==> config.mk <==
export PLATFORM = sky130hd
export DESIGN_NAME = dp_cu_param
export DESIGN_NICKNAME = d
export VERILOG_FILES = /design/src/rtl/dp_cu_pkg.sv /design/src/rtl/dp_alu.sv /design/src/rtl/dp_cu_param.sv
export SDC_FILE = /design/constraint.sdc
export NUM_CORES = 1
export LEC_CHECK = 0
export ABC_AREA = 0
export CELL_PAD_IN_SITES_DETAIL_PLACEMENT = 2
export CELL_PAD_IN_SITES_GLOBAL_PLACEMENT = 2
export CORE_MARGIN = 3
export CORE_UTILIZATION = 39
export DETAILED_ROUTE_END_ITERATION = 16
export PLACE_DENSITY_LB_ADDON = 0.1
export SLEW_MARGIN = 0
export SYNTH_ARGS = -nofsm -noshare
export SYNTH_HDL_FRONTEND = slang
export SYNTH_SLANG_ARGS = --single-unit
==> constraint.sdc <==
create_clock -name clk -period 5.4 [get_ports clk]
set_input_delay 1.08 -clock clk [delete_from_list [all_inputs] [get_ports clk]]
set_output_delay 1.08 -clock clk [all_outputs]
set_load 0.03 [all_outputs]
==> src/rtl/dp_cu_pkg.sv <==
// Shared types for the parametrised datapath/control-unit pair: FSM states,
// opcodes, and the control word the CU hands to the DP each cycle.
package dp_cu_pkg;

  typedef enum logic [2:0] {
    S_IDLE  = 3'd0,
    S_LOAD1 = 3'd1,
    S_LOAD2 = 3'd2,
    S_EXEC  = 3'd3,
    S_OUT   = 3'd4,
    S_DONE  = 3'd5
  } state_t;

  localparam logic [2:0] OP_ADD = 3'b000;
  localparam logic [2:0] OP_SUB = 3'b001;
  localparam logic [2:0] OP_AND = 3'b010;
  localparam logic [2:0] OP_OR  = 3'b011;
  localparam logic [2:0] OP_XOR = 3'b100;
  localparam logic [2:0] OP_SHL = 3'b101;
  localparam logic [2:0] OP_SHR = 3'b110;
  localparam logic [2:0] OP_ACC = 3'b111;

  typedef enum logic [1:0] {
    SRC_A   = 2'd0,
    SRC_B   = 2'd1,
    SRC_ALU = 2'd2
  } wr_src_t;

  typedef struct packed {
    logic       lat_en;
    logic       wr_en;
    logic [1:0] wr_addr;
    wr_src_t    wr_src;
    logic [1:0] rd_a;
    logic [1:0] rd_b;
    logic [2:0] alu_op;
    logic       flag_en;
    logic       out_ld;
  } ctrl_t;

endpackage

==> src/rtl/dp_alu.sv <==
// Combinational ALU: arithmetic modulo 2^WIDTH, carry is bit WIDTH of the
// add/accumulate or the borrow of a subtract.
module dp_alu
  import dp_cu_pkg::*;
#(
  parameter int WIDTH = 4
) (
  input  logic [WIDTH-1:0] a,
  input  logic [WIDTH-1:0] b,
  input  logic [WIDTH-1:0] acc,
  input  logic [2:0]       op,
  output logic [WIDTH-1:0] y,
  output logic             cy
);

  localparam int SHW = $clog2(WIDTH);
  localparam logic [WIDTH:0] WLIM = (WIDTH+1)'(WIDTH);

  logic [WIDTH:0] sum;
  logic [WIDTH:0] diff;
  logic [WIDTH:0] acc_sum;
  logic           shift_oob;

  assign sum       = {1'b0, a} + {1'b0, b};
  assign diff      = {1'b0, a} - {1'b0, b};
  assign acc_sum   = {1'b0, acc} + {1'b0, a};
  // Shift amounts of WIDTH or more flush the operand entirely.
  assign shift_oob = ({1'b0, b} >= WLIM);

  always_comb begin
    y  = '0;
    cy = 1'b0;
    case (op)
      OP_ADD: {cy, y} = sum;
      OP_SUB: {cy, y} = diff;
      OP_AND: y = a & b;
      OP_OR:  y = a | b;
      OP_XOR: y = a ^ b;
      OP_SHL: y = shift_oob ? '0 : (a << b[SHW-1:0]);
      OP_SHR: y = shift_oob ? '0 : (a >> b[SHW-1:0]);
      OP_ACC: {cy, y} = acc_sum;
      default: ;
    endcase
  end

endmodule

==> src/rtl/dp_cu_param.sv <==
// FSM-sequenced datapath: latch operands on go, load R1/R2, run one ALU op
// into R3, then present R3 and its flags with a one-cycle done pulse.
module dp_cu_param
  import dp_cu_pkg::*;
#(
  parameter int WIDTH = 4
) (
  input  logic             clk,
  input  logic             rst_n,
  input  logic             go,
  input  logic [2:0]       op,
  input  logic [WIDTH-1:0] in1,
  input  logic [WIDTH-1:0] in2,
  output logic [2:0]       cs,
  output logic             busy,
  output logic             done,
  output logic [WIDTH-1:0] out,
  output logic             carry,
  output logic             zero
);

  state_t           state;
  ctrl_t            ctrl;
  logic [2:0]       op_q;
  logic [WIDTH-1:0] a_q, b_q;
  logic [WIDTH-1:0] r1, r2, r3;
  logic [WIDTH-1:0] rd_a_val, rd_b_val, wr_data, alu_y;
  logic             alu_cy, carry_q, zero_q;

  always_ff @(posedge clk or negedge rst_n) begin
    if (!rst_n) begin
      state <= S_IDLE;
      busy  <= 1'b0;
      done  <= 1'b0;
    end else begin
      case (state)
        S_IDLE: if (go) begin
          state <= S_LOAD1;
          busy  <= 1'b1;
        end
        S_LOAD1: state <= S_LOAD2;
        S_LOAD2: state <= S_EXEC;
        S_EXEC:  state <= S_OUT;
        S_OUT: begin
          state <= S_DONE;
          done  <= 1'b1;
        end
        default: begin
          state <= S_IDLE;
          busy  <= 1'b0;
          done  <= 1'b0;
        end
      endcase
    end
  end

  assign cs = state;

  always_comb begin
    ctrl        = '0;
    ctrl.alu_op = op_q;
    case (state)
      S_IDLE:  ctrl.lat_en = 1'b1;
      S_LOAD1: begin
        ctrl.wr_en   = 1'b1;
        ctrl.wr_addr = 2'd1;
        ctrl.wr_src  = SRC_A;
      end
      S_LOAD2: begin
        ctrl.wr_en   = 1'b1;
        ctrl.wr_addr = 2'd2;
        ctrl.wr_src  = SRC_B;
      end
      S_EXEC: begin
        ctrl.wr_en   = 1'b1;
        ctrl.wr_addr = 2'd3;
        ctrl.wr_src  = SRC_ALU;
        ctrl.rd_a    = 2'd1;
        ctrl.rd_b    = 2'd2;
        ctrl.flag_en = 1'b1;
      end
      S_OUT:   ctrl.out_ld = 1'b1;
      default: ;
    endcase
  end

  // R0 has no storage; address 0 reads as zero on both ports.
  always_comb begin
    case (ctrl.rd_a)
      2'd1:    rd_a_val = r1;
      2'd2:    rd_a_val = r2;
      2'd3:    rd_a_val = r3;
      default: rd_a_val = '0;
    endcase
    case (ctrl.rd_b)
      2'd1:    rd_b_val = r1;
      2'd2:    rd_b_val = r2;
      2'd3:    rd_b_val = r3;
      default: rd_b_val = '0;
    endcase
  end

  always_comb begin
    case (ctrl.wr_src)
      SRC_A:   wr_data = a_q;
      SRC_B:   wr_data = b_q;
      SRC_ALU: wr_data = alu_y;
      default: wr_data = '0;
    endcase
  end

  dp_alu #(.WIDTH(WIDTH)) u_alu (
    .a   (rd_a_val),
    .b   (rd_b_val),
    .acc (r3),
    .op  (ctrl.alu_op),
    .y   (alu_y),
    .cy  (alu_cy)
  );

  // R3 is only cleared by reset, which is what lets ACC accumulate.
  always_ff @(posedge clk or negedge rst_n) begin
    if (!rst_n) begin
      op_q    <= '0;
      a_q     <= '0;
      b_q     <= '0;
      r1      <= '0;
      r2      <= '0;
      r3      <= '0;
      carry_q <= 1'b0;
      zero_q  <= 1'b0;
      out     <= '0;
      carry   <= 1'b0;
      zero    <= 1'b0;
    end else begin
      if (ctrl.lat_en && go) begin
        op_q <= op;
        a_q  <= in1;
        b_q  <= in2;
      end
      if (ctrl.wr_en) begin
        case (ctrl.wr_addr)
          2'd1:    r1 <= wr_data;
          2'd2:    r2 <= wr_data;
          2'd3:    r3 <= wr_data;
          default: ;
        endcase
      end
      if (ctrl.flag_en) begin
        carry_q <= alu_cy;
        zero_q  <= (alu_y == '0);
      end
      if (ctrl.out_ld) begin
        out   <= r3;
        carry <= carry_q;
        zero  <= zero_q;
      end
    end
  end

endmodule

# Word-level counts from Yosys, hierarchy flattened
# Index checks and enable logic that the tools add are counted.
dict set report totals {
  reg_bits 36
  in_bits 14
  output_inout_bits 11
  wordCells 75
}
dict set report op_classes {
  add_sub_neg 3
  order_cmp 1
  eq_ne 23
  n_shift 2
  n_mux 17
  n_bitwise 4
  n_reduce_logical 11
}
# operator n
set op_table {}
lappend op_table {{$pmux W4 S3} 3}
lappend op_table {{$pmux W4 S8} 1}
lappend op_table {{$eq A3 B3 Y1 const B} 5}
lappend op_table {{$pmux W3 S5} 1}
lappend op_table {{$pmux W5 S3} 1}
lappend op_table {{$eq A2 B2 Y1 const B} 7}
lappend op_table {{$eq A3 B2 Y1 const B} 4}
lappend op_table {{$add A4 B4 Y5} 2}
lappend op_table {{$eq A2 B1 Y1 const B} 4}
lappend op_table {{$mux W4} 2}
lappend op_table {{$reduce_and A2 Y1} 4}
lappend op_table {{$reduce_or A4 Y1} 2}
lappend op_table {{$eq A3 B1 Y1 const B} 2}
lappend op_table {{$logic_not A3 Y1} 2}
lappend op_table {{$mux W3} 2}
lappend op_table {{$sub A4 B4 Y5} 1}
lappend op_table {{$and A4 B4 Y4} 1}
lappend op_table {{$ge A4 B3 Y1 const B} 1}
lappend op_table {{$logic_not A4 Y1} 1}
lappend op_table {{$mux W1} 4}
lappend op_table {{$or A4 B4 Y4} 1}
lappend op_table {{$pmux W1 S2} 2}
lappend op_table {{$shl A4 B2 Y4} 1}
lappend op_table {{$shr A4 B2 Y4} 1}
lappend op_table {{other kinds (6)} 6}

# Depth between registers and ports, before layout
dict set report logic_depth {
  ltp_word 8
  ltp_mapped 13
  mapped_depth_nobuf 11
}

# By module
# Synthesis repeated with hierarchy kept, for this count alone.
dict set report hier_totals {
  hier_cells 220
  area_unflattened_um2 2404.8
}
# mod instances cells_per_inst area_per_inst_um2
set modules_own_cells {}
lappend modules_own_cells {dp_cu_param 1 96 1526.5}
lappend modules_own_cells {dp_alu 1 124 878.3}

# Least setup slack after synthesis
# No wires, ideal clock.
dict set report synth_path {
  kind {register to register}
  startpoint {reg state[2], in the netlist cs[2]}
  endpoint {reg zero_q}
  arrival_ns 2.860
  required_time_ns 5.333
  path_slack_ns 2.473
  stages_incl_launch_ff 13
  path_buffers 2
  cell_sequence {dfrtp_1 > buf_2 > and3b_1 > clkbuf_1 > and2_1 > inv_1 > ha_1 > fa_1 > xnor2_1 > o211ai_1 > o21ai_0 > a211oi_1 > a32o_1}
}
dict set report synth_between {
  elab_chain_cells 8
}
# element line_no
set synth_rtl {}
lappend synth_rtl {{start, declared} dp_cu_param.sv:22} ;# state_t state;
lappend synth_rtl {{start signal, assigned} dp_cu_param.sv:32} ;# state <= S_IDLE;
lappend synth_rtl {{start signal, assigned} dp_cu_param.sv:38} ;# state <= S_LOAD1;
lappend synth_rtl {{start signal, assigned} dp_cu_param.sv:41} ;# S_LOAD1: state <= S_LOAD2;
lappend synth_rtl {{$eq A3 B2 Y1 (*)} dp_cu_param.sv:62} ;# case (state)
lappend synth_rtl {{$mux W3} dp_cu_param.sv:62}
lappend synth_rtl {{$eq A2 B2 Y1, or another cell as far along} dp_cu_param.sv:95} ;# case (ctrl.rd_b)
lappend synth_rtl {{$pmux W4 S3, on equally long branches} {dp_cu_param.sv:95, dp_cu_param.sv:89}}
lappend synth_rtl {{$ge A4 B3 Y1, or another cell as far along} dp_alu.sv:28} ;# assign shift_oob = ({1'b0, b} >= WLIM);
lappend synth_rtl {{$mux W4, on equally long branches} {dp_alu.sv:40, dp_alu.sv:39}}
lappend synth_rtl {{$pmux W4 S8} dp_alu.sv:33} ;# case (op)
lappend synth_rtl {{$logic_not A4 Y1} dp_cu_param.sv:151} ;# zero_q <= (alu_y == '0);
lappend synth_rtl {{end signal, assigned} dp_cu_param.sv:151}
lappend synth_rtl {{end, declared} dp_cu_param.sv:28} ;# logic alu_cy, carry_q, zero_q;
# Every way passes the cells marked *; elsewhere a longest branch is shown, timed or not.
# A chain may end at the register's enable or synchronous reset.

# Final worst setup path
# Ends and elaborated chain as after synthesis.

==> reports/qor.csv <==
stage,metric,value,unit
run_status,outcome,"finished, final reports clean",
placed_design,HPWL after DPL,4798,µm
routing,drt first pass iters,4,
worst_setup_path,Worst Setup EP,zero_q,
sta,"Slew Viols, Final",0,
routing,Vias/cell,5.806,
placed_design,Port Buf Inserts,24,
floorplanning,initial core utilization,0.4157,
worst_setup_path,slowest cell delay on critical path,0.52,ns
clock_tree,CTS tree,done,
clock_tree,# hold bufs at CTS,0,
worst_setup_path,Critical Path RT,5.63,ns
worst_setup_path,CP startpoint,cs[2],
grt,gr usage total,0.1924,
worst_setup_path,Crit path max-delay family,compound AO/OA/AOI/OAI gates,
worst_setup_path,CP startpoint kind,register,
clock_tree,Root Driver,clkbuf_8,
final_layout,Area Overhead vs Synth,15.13,%
yosys,YS warnings,0,
sta,"Hold Vio Cnt, Final",0,
sta,actual slew at the worst max-slew pin,0.9173,ns
grt,vias in the first global route,2086,
final_layout,"commonest non-fill, non-tap cell in the layout",dfrtp_1,
floorplanning,IO Pins,25,
yosys,ys async rst share,1.000,
sta,Fmax,317.7,MHz
worst_setup_path,cell count along the critical path,10,
min_path,hold path startpoint,out[1],
placed_design,gp weighted congestion,0.7727,
yosys,syn avg cell area,9.890,µm²
sta,Clock Skews,0.006667,ns
clock_tree,CTS resizes,0,
worst_setup_path,Crit Reg-Reg Endpoint,zero_q,
yosys,cells after synthesis,240,
yosys,"EDFF count, synth",0,
final_layout,NumNets Final,291,
yosys,ys flop type,dfrtp_1,
floorplanning,Die ar.,7058,µm²
clock_tree,Sink Count,36,
final_layout,most frequent cells in the layout,"dfrtp_1, mux2_2, clkdlybuf4s50_1, nand2_1",
routing,Starting DRT DRC Count,70,
worst_setup_path,Worst setup EP type,register,
clock_tree,clock transition at the registers of the reported paths,0.08,ns
yosys,syn_nets,274,
power_and_ir_drop,Pleak,1.176,nW
worst_setup_path,CP cell instances,and3b_1 > and2_1 > inv_1 > ha_1 > fa_1 > xnor2_1 > o211ai_1 > o21ai_0 > a211oi_1 > a32o_1,
job,Max Cap Viol,0,
final_layout,Filler cells,616,
grt,initial antenna violation count,0,
clock_tree,"Clk Latency, worst-skew pair",0.29,ns
clock_tree,H-tree lvl count,2,
routing,wire length per cell,19.48,µm
routing,drt total wl,6430,µm
yosys,mapped cell area,2374,µm²
sta,Setup TNS,0,ns
yosys,"Seq/Total Area, Yosys",0.3795,
power_and_ir_drop,Total Power,1.654,mW
power_and_ir_drop,power per cell area,605.2,nW/µm²
grt,largest net degree at the start of global routing,37,
worst_setup_path,Critical R2R Launch,cs[2],
worst_setup_path,CP arrival,3.38,ns
floorplanning,die width,84.01,µm
worst_setup_path,crit path kind,reg -> reg,
grt,GRT overflow,0,
floorplanning,Die H,84.01,µm
worst_setup_path,critical-path maximum fanout,12,
yosys,Cell variety after synth,48,
floorplanning,Placeable Area,5709,µm²
clock_tree,Clock Path Buffers,2,
worst_setup_path,"Max stage delay cell, worst path",and3b_1,
clock_tree,Post-CTS Setup Inserts,0,
yosys,"FF+latch count, synth",36,
worst_setup_path,crit path buf inv count,1,
sta,final setup vio count,0,
floorplanning,row count,27,
routing,vias,1916,
clock_tree,CTS buffer count,5,
worst_setup_path,worst r2r path cells,10,
grt,first-pass GRT wire length,10720,µm
sta,period utilization,0.5829,
final_layout,# diodes,0,
sta,fin crit period,3.148,ns
sta,relative slew slack,0.3862,
min_path,Hold Crit Class,reg -> reg,
sta,unrepaired setup endpoints after global routing,no,
routing,Routed Antenna Nets,0,
routing,# DRC,0,
worst_setup_path,Reg2Reg Setup Slack,2.25,ns
power_and_ir_drop,VDD IR max,0.0002482,V
final_layout,layout cells sized above 1,0.1395,
==> flip-flops by register name, indices dropped and copies added, names as in the netlist, 3 cells and up <==
name / flops
a_q: 4
b_q: 4
out: 4
r1: 4
r2: 4
r3: 4
cs: 3
op_q: 3
==> area by class of cell <==
class | count | area [µm²] | area share
multi-input combinational | 173 | 1328 | 0.4858
sequential | 36 | 900.9 | 0.3297
timing repair buffer | 24 | 235.2 | 0.08608
tap | 72 | 90.09 | 0.03297
clock buffer | 5 | 68.82 | 0.02518
inverter | 17 | 63.81 | 0.02335
clock inverter | 3 | 46.29 | 0.01694
==> synthesized netlist by cell type, types with 4 or more instances <==
library cell,count,area (µm²)
dfrtp_1,36,900.9
o21ai_0,14,70.07
mux2_2,23,259.0
a211oi_1,4,30.03
inv_1,17,63.81
and2_1,4,25.02
nor2_1,11,41.29
a31oi_1,4,25.02
nand2_1,22,82.58
nor2b_1,4,25.02
ha_1,17,212.7
buf_2,8,40.04
nor3b_1,4,30.03
nor3_1,5,25.02
a21oi_1,13,65.06
xnor2_1,5,43.79
==> kinds of logic (layout without fill, tap and decap cells) <==
group,Yosys count,count (layout),synth area share
and+or+nand+nor,65,65,0.1471
AOI/OAI and AO/OA,56,56,0.1534
DFF,36,36,0.3795
buffers and inverters,31,49,0.06115
muxes,26,26,0.1218
adders and majority gates,20,20,0.1149
xor gates and xnor gates,6,6,0.02214
==> per-layer routing <==
metal	routed length, µm	global-route usage
met3	188	0.03159
met5	0	0
met2	3199	0.3283
met4	140	0.07018
met1	2902	0.2439
==> worst register-to-register path, stage by stage, from the launching register on <==
cell and delay, ns:
dfrtp_1 0.50, and3b_1 0.52, and2_1 0.29, inv_1 0.09
ha_1 0.23, fa_1 0.40, xnor2_1 0.14, o211ai_1 0.15
o21ai_0 0.11, a211oi_1 0.42, a32o_1 0.23
==> power by group <==
part / total, mW / internal (mW) / switching, mW
Sequential: 0.591 / 0.397 / 0.195
Combinational: 0.813 / 0.372 / 0.441
Clock: 0.249 / 0.139 / 0.110
==> metrics by stage <==
stage / instance area, µm² / setup slack (ns) / hold WS [ns] / utilization / cells
after floorplan: 2374 / 2.473 / 0.4460 / - / 240
after global placement: 2618 / 2.426 / 0.4704 / 0.4585 / 322
after detailed placement: 2618 / 2.297 / 0.4888 / 0.4585 / 322
after CTS: 2733 / 2.270 / 0.5070 / 0.4786 / 330
after global routing: 2733 / 1.939 / 0.5323 / 0.4786 / 330
final: 2733 / 2.252 / 0.4974 / 0.4786 / 330
==> worst min-delay path by stage <==
stage / end / slack, ns / cells past startpoint
2_1_floorplan: r2[0] / 0.45 / 2
3_3_place_gp: r2[0] / 0.47 / 2
3_5_place_dp: out[1] / 0.49 / 2
4_1_cts: out[1] / 0.51 / 2
5_1_grt: b_q[1] / 0.53 / 1
6_report: out[1] / 0.50 / 2
Power figures use the tool's default switching activity.
